==> config.mk <==
export PLATFORM = sky130hd
export DESIGN_NAME = imem_fetch_ctrl
export DESIGN_NICKNAME = d
export VERILOG_FILES = /design/src/rtl/imem_fetch_pkg.sv /design/src/rtl/imem_lat_timer.sv /design/src/rtl/imem_fetch_ctrl.sv
export SDC_FILE = /design/constraint.sdc
export NUM_CORES = 1
export LEC_CHECK = 0
export ABC_AREA = 0
export ABC_CLOCK_PERIOD_IN_PS = 2600
export CAP_MARGIN = 10
export CORE_MARGIN = 2
export CORE_UTILIZATION = 43
export DETAILED_ROUTE_END_ITERATION = 10
export PLACE_DENSITY = 0.8
export SETUP_SLACK_MARGIN = 0.15
export SKIP_CTS_REPAIR_TIMING = 1
export SLEW_MARGIN = 10
export SYNTH_ARGS = -nofsm -noshare
export SYNTH_HDL_FRONTEND = slang
export SYNTH_SLANG_ARGS = --single-unit
==> constraint.sdc <==
create_clock -name clk -period 2.6 [get_ports clk]
set_input_delay 0.26 -clock clk [delete_from_list [all_inputs] [get_ports clk]]
set_output_delay 0.26 -clock clk [all_outputs]
set_load 0.01 [all_outputs]
==> src/rtl/imem_fetch_pkg.sv <==
// Shared definitions for the instruction fetch controller: fetch state encoding and word size.
package imem_fetch_pkg;

  typedef enum logic [1:0] {
    ISSUE = 2'd0,
    WAIT  = 2'd1,
    VALID = 2'd2
  } fetch_state_t;

  localparam int unsigned WORD_BYTES = 4;

endpackage

==> src/rtl/imem_lat_timer.sv <==
// Down-counter that times out the instruction memory access delay.
// Clear has priority over load; done is high while the count is zero.
module imem_lat_timer #(
  parameter int CNT_W = 1
) (
  input  logic             clk,
  input  logic             reset,
  input  logic             clear,
  input  logic             load,
  input  logic [CNT_W-1:0] load_val,
  input  logic             dec,
  output logic             done
);

  logic [CNT_W-1:0] cnt;

  always_ff @(posedge clk) begin
    if (reset || clear) begin
      cnt <= '0;
    end else if (load) begin
      cnt <= load_val;
    end else if (dec && (cnt != '0)) begin
      cnt <= cnt - CNT_W'(1);
    end
  end

  assign done = (cnt == '0);

endmodule

==> src/rtl/imem_fetch_ctrl.sv <==
// Instruction fetch sequencer: owns the PC, waits out the memory delay, presents the IR via valid/ready.
// Optional misaligned-redirect rejection is enabled by defining IMEM_FETCH_ALIGN_CHECK_EN.
module imem_fetch_ctrl
  import imem_fetch_pkg::*;
#(
  parameter int                ADDR_W   = 32,
  parameter int                DATA_W   = 32,
  parameter int                MEM_LAT  = 2,
  parameter logic [ADDR_W-1:0] RESET_PC = '0
) (
  input  logic              clk,
  input  logic              reset,
  output logic [ADDR_W-1:0] imem_addr,
  input  logic [DATA_W-1:0] imem_rdata,
  input  logic              halt,
  output logic              instr_valid,
  input  logic              instr_ready,
  output logic [DATA_W-1:0] instr,
  output logic [ADDR_W-1:0] instr_pc,
  input  logic              redirect_valid,
  input  logic [ADDR_W-1:0] redirect_pc,
  output logic              align_err
);

  localparam int                CNT_W      = (MEM_LAT > 1) ? $clog2(MEM_LAT) : 1;
  localparam logic [CNT_W-1:0]  LAT_LOAD   = CNT_W'(MEM_LAT - 1);
  localparam logic [ADDR_W-1:0] ALIGN_MASK = ADDR_W'(WORD_BYTES - 1);
  localparam logic [ADDR_W-1:0] PC_STEP    = ADDR_W'(WORD_BYTES);

  fetch_state_t      state;
  logic [ADDR_W-1:0] pc;
  logic              redir_take;
  logic [ADDR_W-1:0] redir_target;
  logic              timer_load;
  logic              timer_dec;
  logic              timer_done;

`ifdef IMEM_FETCH_ALIGN_CHECK_EN
  logic redir_bad;

  assign redir_bad    = redirect_valid && ((redirect_pc & ALIGN_MASK) != '0);
  assign redir_take   = redirect_valid && !redir_bad;
  assign redir_target = redirect_pc;

  always_ff @(posedge clk) begin
    if (reset) begin
      align_err <= 1'b0;
    end else begin
      align_err <= redir_bad;
    end
  end
`else
  assign redir_take   = redirect_valid;
  assign redir_target = redirect_pc & ~ALIGN_MASK;
  assign align_err    = 1'b0;
`endif

  assign imem_addr  = pc;
  assign timer_load = (state == ISSUE) && !halt;
  assign timer_dec  = (state == WAIT);

  imem_lat_timer #(
    .CNT_W (CNT_W)
  ) u_lat_timer (
    .clk      (clk),
    .reset    (reset),
    .clear    (redir_take),
    .load     (timer_load),
    .load_val (LAT_LOAD),
    .dec      (timer_dec),
    .done     (timer_done)
  );

  // A redirect overrides every state; in VALID with instr_ready the word is still
  // consumed, so only the pc source changes.
  always_ff @(posedge clk) begin
    if (reset) begin
      state       <= ISSUE;
      pc          <= RESET_PC;
      instr_valid <= 1'b0;
      instr       <= '0;
      instr_pc    <= '0;
    end else if (redir_take) begin
      state       <= ISSUE;
      pc          <= redir_target;
      instr_valid <= 1'b0;
    end else begin
      case (state)
        ISSUE: begin
          if (!halt) begin
            state <= WAIT;
          end
        end
        WAIT: begin
          if (timer_done) begin
            instr       <= imem_rdata;
            instr_pc    <= pc;
            instr_valid <= 1'b1;
            state       <= VALID;
          end
        end
        VALID: begin
          if (instr_ready) begin
            pc          <= pc + PC_STEP;
            instr_valid <= 1'b0;
            state       <= ISSUE;
          end
        end
        default: begin
          state       <= ISSUE;
          instr_valid <= 1'b0;
        end
      endcase
    end
  end

endmodule

* Word level (Yosys, flattened, before mapping)
Index checks and enable logic that the tools add are counted.
W data, S select, Z words.
** Word-level totals
- Register bits after elaboration :: 100
- Bits of input ports :: 69
- Output and inout port bits :: 98
- Logic and storage cells :: 43
** Operators by class
- Add/subtract/negate cells :: 2
- Equal/unequal tests :: 5
- Muxes and demuxes :: 12
- Bitwise gates (word level) :: 3
- Reductions and logical operators :: 14
** Operators with widths (count)
- $mux W32 :: 3
- $add A32 B3 Y32 const B :: 1
- $reduce_and A3 Y1 :: 3
- $mux W2 :: 3
- $ne A2 B2 Y1 const B :: 3
- $pmux W2 S3 :: 1
- $reduce_bool A2 Y1 :: 3
- $mux W1 :: 4
- $reduce_and A2 Y1 :: 2
- $not A1 Y1 :: 3
- $pmux W1 S3 :: 1
- $eq A2 B1 Y1 const B :: 1
- $eq A2 B2 Y1 const B :: 1
- $logic_and A1 B1 Y1 :: 2
- $logic_not A2 Y1 :: 1
- $reduce_or A2 Y1 :: 1
- $logic_not A1 Y1 :: 1
- $logic_or A1 B1 Y1 :: 1
- $sub A1 B1 Y1 const B :: 1

* Longest topological paths before layout
- Word-level depth :: 4
- Mapped depth :: 7
- Mapped depth without buffers :: 5

* Modules after synthesis
Synthesis repeated with hierarchy kept, for this count alone.
** Second synthesis, totals
- Cells, all modules :: 531
- Area, all modules :: 4187.8 µm²
** Modules (own cells, without submodules)
- imem_fetch_ctrl :: instances 1, cells each 526, area each 4139.0 µm², seq. area each 1901.8 µm²
- imem_lat_timer :: instances 1, cells each 5, area each 48.8 µm², seq. area each 20.0 µm²

* Least setup slack after synthesis
Ideal clock, no wire load.
- Path kind :: register to register
- Start :: register pc[2] (netlist: imem_addr[2])
- End :: register pc[30] (netlist: imem_addr[30])
- Library setup time :: 0.132 ns
- Arrival time :: 2.026 ns
- Required time :: 2.468 ns
- Setup slack :: 0.441 ns
- Stages on the path, launching flop included :: 6
- Buffers on the path :: 0
- Period minus slack after synthesis :: 2.159 ns
- Cells stage by stage :: dfxtp_1 ha_1 nand4b_1 nor4_1 a2111oi_0 or3b_2
** Between the ends
- Word-level cells in the longest chain between the ends :: 4
** Ends and longest elaborated chain
- start: declaration :: RTL line imem_fetch_ctrl.sv:31 : logic [ADDR_W-1:0] pc;
- start signal: assignment :: RTL line imem_fetch_ctrl.sv:85 : pc <= redir_target;
- start signal: assignment :: RTL line imem_fetch_ctrl.sv:104 : pc <= pc + PC_STEP;
- $add A32 B3 Y32 :: RTL line imem_fetch_ctrl.sv:104
- $mux W32 :: RTL line imem_fetch_ctrl.sv:103 : if (instr_ready) begin
- $mux W32 :: RTL line imem_fetch_ctrl.sv:88 : case (state)
- $mux W32 :: RTL line imem_fetch_ctrl.sv:83 : end else if (redir_take) begin
Every way passes these cells. The select of a mux whose other input is x is not followed.
A chain may end at the register's enable or synchronous reset.

* Worst setup path in the final report
- Start :: register pc[5] (netlist: imem_addr[5])
- End :: register pc[27] (netlist: imem_addr[27])
Same word-level chain as after synthesis.

==> impl_metrics.csv <==
group,metric,value,unit
outcome,status,"finished clean",
clocking,cts.htree.levels,3,
global_route,grt.total_usage,22.5,%
setup_path,end_kind,"flip-flop",
setup_path,startpoint_type,"flip-flop",
synthesis,ys_top_cells_by_area,"dfxtp_1 47%, nand2_1 13%, a21oi_1 8.2%",
floorplan,rows,35,
hold_path,hold-path-cell-count,2,
hold_path,hold_start,"reset",
timing,tightest_slew,0.587,ns
hold_path,holdPathEnd,"imem_addr[3]",
clocking,clockBufferDepth,2,
global_route,grt_use_met3,5.94,%
timing,setup_ws,0.358,ns
synthesis,synth_edf_count,0,
global_route,busiest_layer,"met2",
route,num_vias,4197,
synthesis,yosys_warnings,0,
clocking,clkLatencyLatePin,0.35,ns
global_route,grt_remaining_overflow,0,
synthesis,avgSynthCellArea,7.91,um2
synthesis,synth_top_flop_cell,"dfxtp_1",
route,drtIter0Drc,202,
pwr,power.density,500,mW/mm2
clocking,cts_buffers,9,
synthesis,ys_async_sr_fraction,0,%
finish,final_common_cell,"clkdlybuf4s50_1",
place,dp_hpwl,8.65,mm
floorplan,fp.dieH,102,um
setup_path,cp.arrival,2.50,ns
finish,area_growth,45.7,%
place,dp_slack,0.0831,ns
finish,layout-drive-gt1-share,6.14,%
timing,slew_violations,0,
global_route,use_met1,27.9,%
timing,tns,0,ns
setup_path,reg2reg_depth,4,
setup_path,critPathKind,"flip-flop to flip-flop",
run,maxCapViolCount,0,
timing,fin_worst_skew,0.0135,ns
pwr,vdd_drop_max,380,uV
setup_path,cp_max_fo,14,
timing,slew_headroom,60.9,%
clocking,cts_tree,"built",
finish,final_cell_mix,"158 x clkdlybuf4s50_1, 138 x nand2_1, 96 x dfxtp_1",
synthesis,yosys.area.top_type,"dfxtp_1",
setup_path,r2r_slack,0.36,ns
route,avgViaCountPerCell,5.27,
timing,setup_viol,0,
timing,hold_violations,0,
global_route,antenna_found_initial,0,
setup_path,r2r-start,"imem_addr[5]",
route,drc,0,
global_route,grt_first_pass_wirelength,18.7,mm
finish,nets,733,
route,wire_per_inst,14.8,um
route,drt_first_pass_iters,4,
timing,fin_crit,2.24,ns
global_route,grt.met2_usage,39.2,%
place,gp_congestion,0.814,
setup_path,regToRegEndpoint,"imem_addr[27]",
clocking,cts_root_buffer,"clkbuf_8",
synthesis,syn-cell-area,0.00411,mm2
pwr,p_leak,1.96,nW
timing,period_share,86.2,%
route,routed_wl,11.8,mm
global_route,grt_max_degree,62,
floorplan,core-area,0.00924,mm2
synthesis,synth_cell_types,50,
floorplan,initial_core_util,44.4,%
synthesis,ys_ff_latch,96,
setup_path,cp.required,2.86,ns
place,portBuffers,159,
synthesis,yosysSeqAreaShare,46.8,%
route,antenna_left,0,
floorplan,fp.dieW,102,um
floorplan,die-area,0.0103,mm2
clocking,clk_pin_slew,0.10,ns
synthesis,synth_top_area_share,46.8,%
floorplan,io_pins,167,
hold_path,holdCritPathClass,"input port to flip-flop",
synthesis,syn_inst,519,
clocking,numClockSinks,96,
finish,diodes,0,
timing,clock.fmax,446,MHz
global_route,grt_pass1_vias,3954,
timing,rsz0062_at_grt,"no",
-- worst max-delay path, cell delays in order (launching register included) --
cell and delay [ns]:
dfxtp_1 0.47, nand3_1 0.23, or3_1 0.63, or4_1 0.54, a311oi_1 0.28
-- stage by stage --
step	utilization [%]	power, mW	hold WS, ns	cell area [um2]	instances
2_1_floorplan	-	1.78	0.359	4120	523
3_5_place_dp	62.6	2.03	0.446	5780	781
3_3_place_gp	62.6	2.01	0.441	5780	781
6_report	64.7	2.99	0.403	5980	797
4_1_cts	64.7	3.01	0.391	5980	797
5_1_grt	64.7	3.12	0.410	5980	797
-- final cells by class --
type	instances	area, um2
inverters	8	30.0
well taps	129	161
clock buffers	9	124
multi-input cells	376	1980
flip-flops and latches	96	1920
clock inverters	7	75.1
repair buffers	172	1690
fillers	802	3260
-- sequential cells by signal, indices dropped and copies added (netlist names) --
| signal | cells |
|---|---|
| u_lat_timer.cnt | 1 |
| state | 2 |
| instr_pc | 30 |
| instr_valid | 1 |
| imem_addr | 30 |
| instr | 32 |
-- metal layers --
layer,routed length (um),vias to the layer above
li1,-,2091
met2,5800,137
met3,843,13
met5,0,-
met1,5010,1956
met4,123,0
-- power by group --
| group | total, mW | switching [mW] | internal, mW |
|---|---|---|---|
| sequential | 1.59 | 0.0692 | 1.52 |
| combinational | 0.401 | 0.172 | 0.229 |
| clock | 0.997 | 0.542 | 0.456 |
| total | 2.99 | 0.782 | 2.21 |
-- how the worst max path moves through the flow --
stage,startpoint,end,slack [ns]
2_1_floorplan,imem_addr[2],imem_addr[30],0.44
3_3_place_gp,instr_ready,imem_addr[27],0.20
3_5_place_dp,instr_ready,imem_addr[27],0.08
4_1_cts,imem_addr[5],imem_addr[27],0.36
5_1_grt,imem_addr[5],imem_addr[27],0.22
6_report,imem_addr[5],imem_addr[27],0.36
-- cell families (layout without fill, tap and decap cells) --
| group | Yosys count | after routing | synth area share [%] |
|---|---|---|---|
| AOI/OAI and AO/OA | 117 | 117 | 17.7 |
| and+or+nand+nor | 242 | 242 | 27.3 |
| other | 1 | 5 | 0.0913 |
| muxes | 2 | 2 | 0.518 |
| DFF | 96 | 96 | 46.8 |
| adders and majority gates | 1 | 1 | 0.305 |
| buffers and inverters | 51 | 196 | 5.36 |
| xor gates and xnor gates | 9 | 9 | 1.92 |
-- Yosys cell counts (2+ instances only) --
cell type  count
nor2_1        31
or4_1         11
a21oi_1       67
a211oi_1      11
a2111oi_0      2
dfxtp_1       96
or2_2          2
nand2_1      139
nand3_1       10
o21ai_0        6
inv_1          7
nor3_1         8
o31ai_1       10
xnor2_1        8
a311oi_1      14
nor4_1         5
clkbuf_1      34
buf_4          5
nand4b_1       2
nand3b_1       3
nor3b_1        2
and2_1         3
and4_1         4
nand4_1        9
or3_1          5
(Power assumes the default switching activity.)
==> RTL edit: new RTL, same flow settings <==
Encoding of `fetch_state_t`: now one-hot (3 bits for 3 states).
--- a/src/rtl/imem_fetch_pkg.sv
+++ b/src/rtl/imem_fetch_pkg.sv
@@ -1,10 +1,10 @@
 // Shared definitions for the instruction fetch controller: fetch state encoding and word size.
 package imem_fetch_pkg;
 
-  typedef enum logic [1:0] {
-    ISSUE = 2'd0,
-    WAIT  = 2'd1,
-    VALID = 2'd2
+  typedef enum logic [2:0] {
+    ISSUE = 3'b001,
+    WAIT  = 3'b010,
+    VALID = 3'b100
   } fetch_state_t;
 
   localparam int unsigned WORD_BYTES = 4;
Check against the original RTL: same outputs for any inputs over 4 cycles, from zero or initial values and one cycle with reset high; so few cycles prove little.
==> RTL edit against the original RTL <==
Sequential cell count grew 1. Utilization shrank 0.23 points. Cell area shrank 0.36%. Hold slack lost 0.16 ns. Worst setup slack gained 0.20 ns. Routed wire length shrank 4.0%. Area after synthesis is essentially flat. Power shrank 7.4%. Fmax grew 10%. Combinational power shrank 22%. Synthesized cell count shrank 2.1%.
==> RTL edit: results (changes against the original RTL) <==
[worst_setup_path]
slowest_stage = dfxtp_1
arrival_ns = 2.31  ; -0.19 ns
critPathMaxFanout = 8  ; -6
critPathMaxStageDelay_ns = 0.46  ; -0.17 ns

[global_route]
track_usage_pct = 21.7  ; -0.76 points
gr-usage-met2_pct = 34.7  ; -4.5 points
met3_usage_pct = 6.97  ; +1.0 points
antenna_found_initial = 0  ; unchanged
grt_max_degree = 63  ; +1.6%
use_met1_pct = 27.3  ; -0.61 points
grt_pass1_vias = 3681  ; -6.9%
grt_pass1_wl_um = 17800  ; -4.7%

[placed_design]
gp_congestion = 0.865  ; +6.2%
dpl.cell_count = 769  ; -1.5%
dp_hpwl_um = 7940  ; -8.2%

[layout]
final_layout_size_suffix_gt1_share_pct = 5.64  ; -0.50 points
final_cells = 785  ; -1.5%
final_net_count = 721  ; -1.6%
largest_register_ffs = 32  ; unchanged

[status]
outcome = completed

[pwr]
total_leakage_power_nw = 1.95  ; -0.36%
ir_drop_mv = 0.277  ; -27%

[detailed_routing]
met2_length_um = 5430  ; -6.4%
wl_met3_um = 823  ; -2.4%
firstDrtPassIters = 7  ; +3
drt-initial-drc-count = 163  ; -19%
drt-met1-wl_um = 4790  ; -4.3%
vias_per_cell = 5.14  ; -2.5%
wl_um = 11300  ; -4.0%

[synthesis]
synthTopCellsByArea = dfxtp_1, nand2_1, a21oi_1, xnor2_1, nor2_1
ys_types = 40  ; -20%
synthTopCellsByCount = nand2_1, dfxtp_1, a21oi_1
ys_seq_area_share_pct = 47.3  ; +0.53 points

[timing]
skew_ns = 0.00701  ; -0.00650 ns

[RTL edit: worst max-delay path, delay by kind of cell, from the launching register on]
family	cells	cell delay, ns
simple gates	3	1.12
flops	1	0.46
compound gates	1	0.25
xor+xnor	1	0.11
[RTL edit: cell families (layout without fill, tap and decap cells)]
group	count (synthesis)	in the layout	synth area share [%]
muxes	3	3	0.732
and+or+nand+nor	229	229	26.4
AOI/OAI and AO/OA	108	108	14.9
DFF	97	97	47.3
buffers and inverters	45	189	5.00
xor gates and xnor gates	24	24	5.13
adders and majority gates	1	1	0.305
other	1	5	0.0914
[RTL edit: layout make-up]
class,count,area [µm²]
fillers,777,3280
clock inverters,6,45.0
flip-flops and latches,97,1940
multi-input cells,370,1980
clock buffers,10,128
repair buffers,166,1680
inverters,7,26.3
well taps,129,161
[RTL edit: worst paths after layout]
| path | from | end | slack [ns] | depth (start not counted) |
|---|---|---|---|---|
| worst max-delay path | state[2] | imem_addr[29] | 0.56 | 5 |
| worst min-delay path | reset | imem_addr[7] | 0.25 | 2 |
| worst min register to register | instr_pc[27] | instr_pc[27] | 0.46 | 2 |
| worst max register to register | state[2] | imem_addr[29] | 0.56 | 5 |
[RTL edit: report_power, final]
group,internal [mW],switching (mW),leakage [nW]
logic,0.187,0.123,1.08
registers,1.52,0.0563,0.789
clock network,0.350,0.532,0.0785
total,2.06,0.712,1.95
[RTL edit: through the flow]
step                      instance area (µm²)  hold slack [ns]  util, %  setup WS, ns
after floorplan                          4120            0.350        -         0.957
after global placement                   5790            0.441     62.6         0.354
after detailed placement                 5790            0.447     62.6         0.306
after CTS                                5960            0.226     64.5         0.579
after global routing                     5960            0.236     64.5         0.413
final                                    5960            0.246     64.5         0.562
